### config.mk
export PLATFORM = sky130hd
export DESIGN_NAME = fx3_packet_reader
export DESIGN_NICKNAME = d
export VERILOG_FILES = /design/src/rtl/fx3_packet_reader.sv
export SDC_FILE = /design/constraint.sdc
export NUM_CORES = 1
export LEC_CHECK = 0
export ABC_AREA = 1
export ABC_CLOCK_PERIOD_IN_PS = 3860
export BUFFER_PORTS_ARGS = -buffer_cell sky130_fd_sc_hd__buf_2
export CAP_MARGIN = 20
export CORE_ASPECT_RATIO = 2
export CORE_MARGIN = 2
export CORE_UTILIZATION = 45
export DETAILED_ROUTE_END_ITERATION = 8
export MAX_ROUTING_LAYER = met4
export PLACE_DENSITY = 0.74
export SYNTH_ARGS = -nofsm -noshare
export SYNTH_HDL_FRONTEND = slang
export SYNTH_SLANG_ARGS = --single-unit
### constraint.sdc
create_clock -name fx3_clock -period 3.86 [get_ports fx3_clock]
set_input_delay 0.772 -clock fx3_clock [delete_from_list [all_inputs] [get_ports fx3_clock]]
set_output_delay 0.772 -clock fx3_clock [all_outputs]
set_load 0.03 [all_outputs]
### src/rtl/fx3_packet_reader.sv
// Burst-reads one buffered packet from the sample FIFO and presents it on the FX3
// slave-FIFO bus, with the write strobe and end-of-packet marker delayed to match FIFO read latency.
module fx3_packet_reader #(
    parameter int PACKET_WORDS = 8192,
    parameter int READ_LATENCY = 2
) (
    input  logic        fx3_clock,
    input  logic        nReset,
    input  logic        collectData,
    input  logic        dataAvailable,
    input  logic        bufferError,
    input  logic [15:0] fifoData,
    input  logic        fx3Ready,
    output logic        readData,
    output logic        fx3Write,
    output logic [15:0] fx3Data,
    output logic        fx3EndOfPacket,
    output logic        busy,
    output logic        errorSticky,
    output logic [15:0] packetCount
);

    localparam int CW = $clog2(PACKET_WORDS + 1);
    localparam logic [CW-1:0] LAST_WORD  = CW'(PACKET_WORDS - 1);
    localparam logic [CW-1:0] LAST_DRAIN = CW'(READ_LATENCY - 1);

    typedef enum logic [1:0] {IDLE, ARMED, BURST, DRAIN} state_t;

    state_t                  state;
    state_t                  state_next;
    logic [CW-1:0]           count;
    logic                    read_q;
    logic                    error_q;
    logic [15:0]             packet_count;
    logic [READ_LATENCY-1:0] write_pipe;
    logic [READ_LATENCY-1:0] eop_pipe;
    logic                    start;
    logic                    last_word;

    // The FX3 buffer is only qualified here; once a burst starts it always runs to completion.
    assign start     = dataAvailable && fx3Ready && !error_q && collectData;
    assign last_word = (state == BURST) && (count == LAST_WORD);

    // NOTE: every variable written here gets a default first, so no path can infer a latch.
    always_comb begin
        state_next = state;
        case (state)
            IDLE:    if (collectData) state_next = ARMED;
            ARMED: begin
                if (!collectData) state_next = IDLE;
                else if (start)   state_next = BURST;
            end
            BURST:   if (last_word) state_next = DRAIN;
            DRAIN:   if (count == LAST_DRAIN) state_next = collectData ? ARMED : IDLE;
            default: state_next = IDLE;
        endcase
    end

    // NOTE: sequential state uses non-blocking assignments so every register samples pre-edge values.
    always_ff @(posedge fx3_clock or negedge nReset) begin
        if (!nReset) begin
            state  <= IDLE;
            count  <= '0;
            read_q <= 1'b0;
        end else begin
            state  <= state_next;
            read_q <= (state_next == BURST);
            // One counter serves both the word count in BURST and the latency count in DRAIN.
            if (state_next != state)
                count <= '0;
            else if (state == BURST || state == DRAIN)
                count <= count + CW'(1);
        end
    end

    // The pipeline is cleared on reset so an aborted burst never emits a stray write or EOP.
    always_ff @(posedge fx3_clock or negedge nReset) begin
        if (!nReset) begin
            write_pipe <= '0;
            eop_pipe   <= '0;
        end else begin
            write_pipe[0] <= read_q;
            eop_pipe[0]   <= last_word;
            for (int i = 1; i < READ_LATENCY; i++) begin
                write_pipe[i] <= write_pipe[i-1];
                eop_pipe[i]   <= eop_pipe[i-1];
            end
        end
    end

    always_ff @(posedge fx3_clock or negedge nReset) begin
        if (!nReset) begin
            packet_count <= '0;
            error_q      <= 1'b0;
        end else begin
            if (eop_pipe[READ_LATENCY-1])
                packet_count <= packet_count + 16'd1;
            // Dropping collectData is the host's acknowledge, so it overrides a coincident error.
            if (!collectData)
                error_q <= 1'b0;
            else if (bufferError)
                error_q <= 1'b1;
        end
    end

    assign readData       = read_q;
    assign fx3Write       = write_pipe[READ_LATENCY-1];
    assign fx3EndOfPacket = eop_pipe[READ_LATENCY-1];
    assign fx3Data        = fifoData;
    assign busy           = (state == BURST) || (state == DRAIN);
    assign errorSticky    = error_q;
    assign packetCount    = packet_count;

endmodule

==> metrics.txt <==
# TYPE chip_impl_metric gauge
chip_impl_info{name="status",value="complete, no violations"} 1
chip_impl_metric{name="worstSkewPairLatency",unit="ns"} 0.29
chip_impl_metric{name="synth-seq-cells",unit=""} 38
chip_impl_info{name="startpoint",value="state[1]"} 1
chip_impl_metric{name="gr-total-overflow",unit=""} 0
chip_impl_metric{name="peakVddDrop",unit="mV"} 0.372
chip_impl_metric{name="finalHoldWorstSlack",unit="ns"} 0.357
chip_impl_info{name="critPathLaunchType",value="register"} 1
chip_impl_info{name="cts_tree",value="yes"} 1
chip_impl_metric{name="drt.antenna.violating_nets",unit=""} 0
chip_impl_info{name="hold_start",value="eop_pipe[0]"} 1
chip_impl_metric{name="total_power",unit="mW"} 0.968
chip_impl_metric{name="slew_headroom",unit="%"} 44.6
chip_impl_metric{name="power_density",unit="mW/mm2"} 433
chip_impl_info{name="synth_most_common_cell",value="nand2_1"} 1
chip_impl_info{name="crit_family",value="flip-flops"} 1
chip_impl_metric{name="synth-warning-count",unit=""} 0
chip_impl_metric{name="place_inst",unit=""} 284
chip_impl_metric{name="fmax",unit="MHz"} 541
chip_impl_metric{name="final.min_clock_period",unit="ns"} 1.85
chip_impl_metric{name="fin_cells",unit=""} 292
chip_impl_metric{name="timing.critical_path.slowest_cell_delay",unit="ns"} 0.53
chip_impl_metric{name="seq_area_frac_synth",unit="%"} 45.3
chip_impl_metric{name="netlist_area",unit="mm2"} 0.00210
chip_impl_info{name="grt_setup_unrepaired",value="no"} 1
chip_impl_metric{name="drt_pass1_iterations",unit=""} 4
chip_impl_metric{name="ctsResizeCount",unit=""} 0
chip_impl_metric{name="clock_transition_at_path_regs",unit="ns"} 0.08
chip_impl_metric{name="initialDrtViolationCount",unit=""} 24
chip_impl_metric{name="vias_in_the_first_global_route",unit=""} 1437
chip_impl_info{name="hp-class",value="register to register"} 1
chip_impl_metric{name="synth_cells",unit=""} 222
chip_impl_info{name="critPathCaptureType",value="output port"} 1
chip_impl_metric{name="num_antenna_cells",unit=""} 0
chip_impl_metric{name="grt_start_max_net_pins",unit=""} 39
chip_impl_metric{name="num-nets-final",unit=""} 261
chip_impl_info{name="worst_setup_path_class",value="register to output port"} 1
chip_impl_metric{name="ctsHoldBuffers",unit=""} 0
chip_impl_metric{name="synthDistinctLibCells",unit=""} 29
chip_impl_metric{name="min_period_over_period",unit="%"} 47.9
chip_impl_metric{name="antenna_found_initial",unit=""} 0
chip_impl_metric{name="critical_path_peak_fanout",unit=""} 10
chip_impl_metric{name="route.detailed.wl_per_inst",unit="um"} 11.9
chip_impl_metric{name="detailroute.via_count",unit=""} 1416
chip_impl_metric{name="timing.clock.skew",unit="ns"} 0.00870
chip_impl_metric{name="timing.critical_path.required",unit="ns"} 3.09
chip_impl_info{name="timing.rr.start",value="count[0]"} 1
chip_impl_metric{name="routed_wl",unit="um"} 3470
chip_impl_metric{name="port_buffers",unit=""} 26
chip_impl_metric{name="total_global_route_track_usage",unit="%"} 15.6
chip_impl_metric{name="htreeDepth",unit=""} 2
chip_impl_metric{name="drc",unit=""} 0
chip_impl_metric{name="fin_setup_tns",unit="ns"} 0
chip_impl_info{name="post_synth_main_area_contributors",value="dfrtp_1 (45%), nand2_1 (7.3%), nor2_4 (7.0%)"} 1
chip_impl_metric{name="synthDominantCellAreaShare",unit="%"} 45.3
chip_impl_metric{name="tritoncts_num_sinks",unit=""} 38
chip_impl_metric{name="place_congestion",unit=""} 0.822
chip_impl_metric{name="placement_rows",unit=""} 35
chip_impl_info{name="synthTopCellsByCount",value="nand2_1 (41), dfrtp_1 (38), inv_1 (22), nor2_1 (22)"} 1
chip_impl_info{name="worst_path_slowest_cell",value="dfrtp_1"} 1
chip_impl_metric{name="drive_gt1_share",unit="%"} 26.2
chip_impl_metric{name="timing.max_cap.violations",unit=""} 0
chip_impl_metric{name="async_reset_ff_share",unit="%"} 100
chip_impl_metric{name="worstMarginPinSlew",unit="ns"} 0.831
chip_impl_metric{name="dp_hpwl",unit="um"} 2580
chip_impl_metric{name="cts_buffers",unit=""} 5
chip_impl_metric{name="die_h",unit="um"} 101
chip_impl_info{name="path_cells",value="buf_2"} 1
chip_impl_metric{name="layout-area-overhead-vs-synth",unit="%"} 6.62
chip_impl_metric{name="cts_setup_buffers",unit=""} 0
chip_impl_metric{name="setup_violations",unit=""} 0
chip_impl_metric{name="synth_edf_count",unit=""} 0
chip_impl_info{name="cts_root_buf",value="clkbuf_8"} 1
chip_impl_metric{name="clk_path_buf_depth",unit=""} 2
chip_impl_metric{name="die_width",unit="um"} 52.3
chip_impl_metric{name="synthesis.area_per_instance",unit="um2"} 9.45
chip_impl_metric{name="start_util",unit="%"} 46.0
chip_impl_metric{name="ios",unit=""} 59
chip_impl_metric{name="fill_cells",unit=""} 446
chip_impl_info{name="synth_top_area_cell",value="dfrtp_1"} 1
chip_impl_metric{name="grt_pass1_wl",unit="um"} 6000
chip_impl_metric{name="postSynthNetCount",unit=""} 247
chip_impl_metric{name="fp.dieArea",unit="mm2"} 0.00526
chip_impl_metric{name="hold_violations",unit=""} 0
chip_impl_metric{name="floorplan.core_area",unit="mm2"} 0.00455
chip_impl_metric{name="total_buffers_and_inverters_traversed_by_the_critical_path",unit=""} 1
chip_impl_metric{name="detail_route.vias_per_cell",unit=""} 4.85
chip_impl_info{name="synth-main-ff-cell",value="dfrtp_1"} 1
chip_impl_metric{name="final-max-slew-violation-count",unit=""} 0
chip_impl_metric{name="worst_ep_arrival",unit="ns"} 1.08
chip_impl_metric{name="leak_pwr",unit="nW"} 1.13
[metal layers]
metal / global-route usage, % / wire length (um)
met5: - / 0
met4: 8.48 / 89
met3: 3.12 / 146
met2: 28.4 / 1980
met1: 14.5 / 1250
[flip-flops by register name, indices dropped and copies added (netlist names)]
name         count
packetCount     16
state            2
eop_pipe         2
count           14
errorSticky      1
readData         1
write_pipe       2
[path summary, 6_finish.rpt]
check,end,cells past startpoint,slack [ns]
worst max-delay path,busy,1,2.01
worst min-delay path,eop_pipe[1],0,0.36
worst max register to register,count[10],9,2.12
worst min register to register,eop_pipe[1],0,0.36
max in group asynchronous,count[4],1,2.75
min in group asynchronous,packetCount[5],1,0.58
[logic make-up (layout without fill, tap and decap cells)]
group / after synthesis / after routing / share of synthesized area (%)
adders and majority gates: 3 / 3 / 1.79
xor gates and xnor gates: 24 / 24 / 10.0
AOI/OAI and AO/OA: 4 / 4 / 1.07
DFF: 38 / 38 / 45.3
buffers and inverters: 43 / 58 / 11.7
and+or+nand+nor: 109 / 109 / 29.5
muxes: 1 / 1 / 0.537
[power by group]
part / leakage [nW] / total, mW / internal, mW / switching, mW
Sequential: 0.523 / 0.450 / 0.425 / 0.0255
Clock: 0.0472 / 0.284 / 0.144 / 0.141
Combinational: 0.557 / 0.233 / 0.0639 / 0.169
Total: 1.13 / 0.968 / 0.632 / 0.336
[per-stage QoR]
stage	utilization (%)	worst slack, ns	area, um2
2_1_floorplan	-	2.13	2100
3_3_place_gp	47.0	1.91	2140
3_5_place_dp	47.0	1.84	2140
4_1_cts	49.1	1.99	2240
5_1_grt	49.1	1.92	2240
6_report	49.1	2.01	2240
[cell type report]
class	count	area (um2)	area share, %
Clock inverter	2	12.5	0.560
Sequential cell	38	951	42.5
Clock buffer	6	82.6	3.69
Timing Repair Buffer	26	130	5.82
Inverter	24	90.1	4.03
Multi-Input combinational cell	141	901	40.3
Tap cell	55	68.8	3.08
[layout by cell type, fill, tap and decap left out]
| master | synthesis | layout |
|---|---|---|
| nand3_1 | 11 | 11 |
| clkbuf_8 | 0 | 6 |
| nand2_2 | 2 | 2 |
| or2_1 | 1 | 1 |
| nand3b_1 | 1 | 1 |
| nor3_2 | 1 | 1 |
| nor2_4 | 13 | 13 |
| xnor2_1 | 8 | 8 |
| nor3_4 | 1 | 1 |
| buf_2 | 0 | 26 |
| nor2_2 | 3 | 3 |
| o21ai_0 | 1 | 1 |
| xor2_1 | 16 | 16 |
| nor3_1 | 3 | 3 |
| mux2_2 | 1 | 1 |
| inv_2 | 2 | 2 |
| clkinv_2 | 0 | 1 |
| inv_1 | 22 | 22 |
| o21a_1 | 1 | 1 |
| nand4_2 | 1 | 1 |
| nand4_1 | 5 | 5 |
| ha_1 | 3 | 3 |
| nand2_4 | 3 | 3 |
| dfrtp_1 | 38 | 38 |
| a21oi_1 | 2 | 2 |
| nand2_1 | 41 | 41 |
| clkinvlp_4 | 0 | 1 |
| nand3_4 | 1 | 1 |
| nor2_1 | 22 | 22 |
No activity file was read; power rests on OpenSTA's default activity.
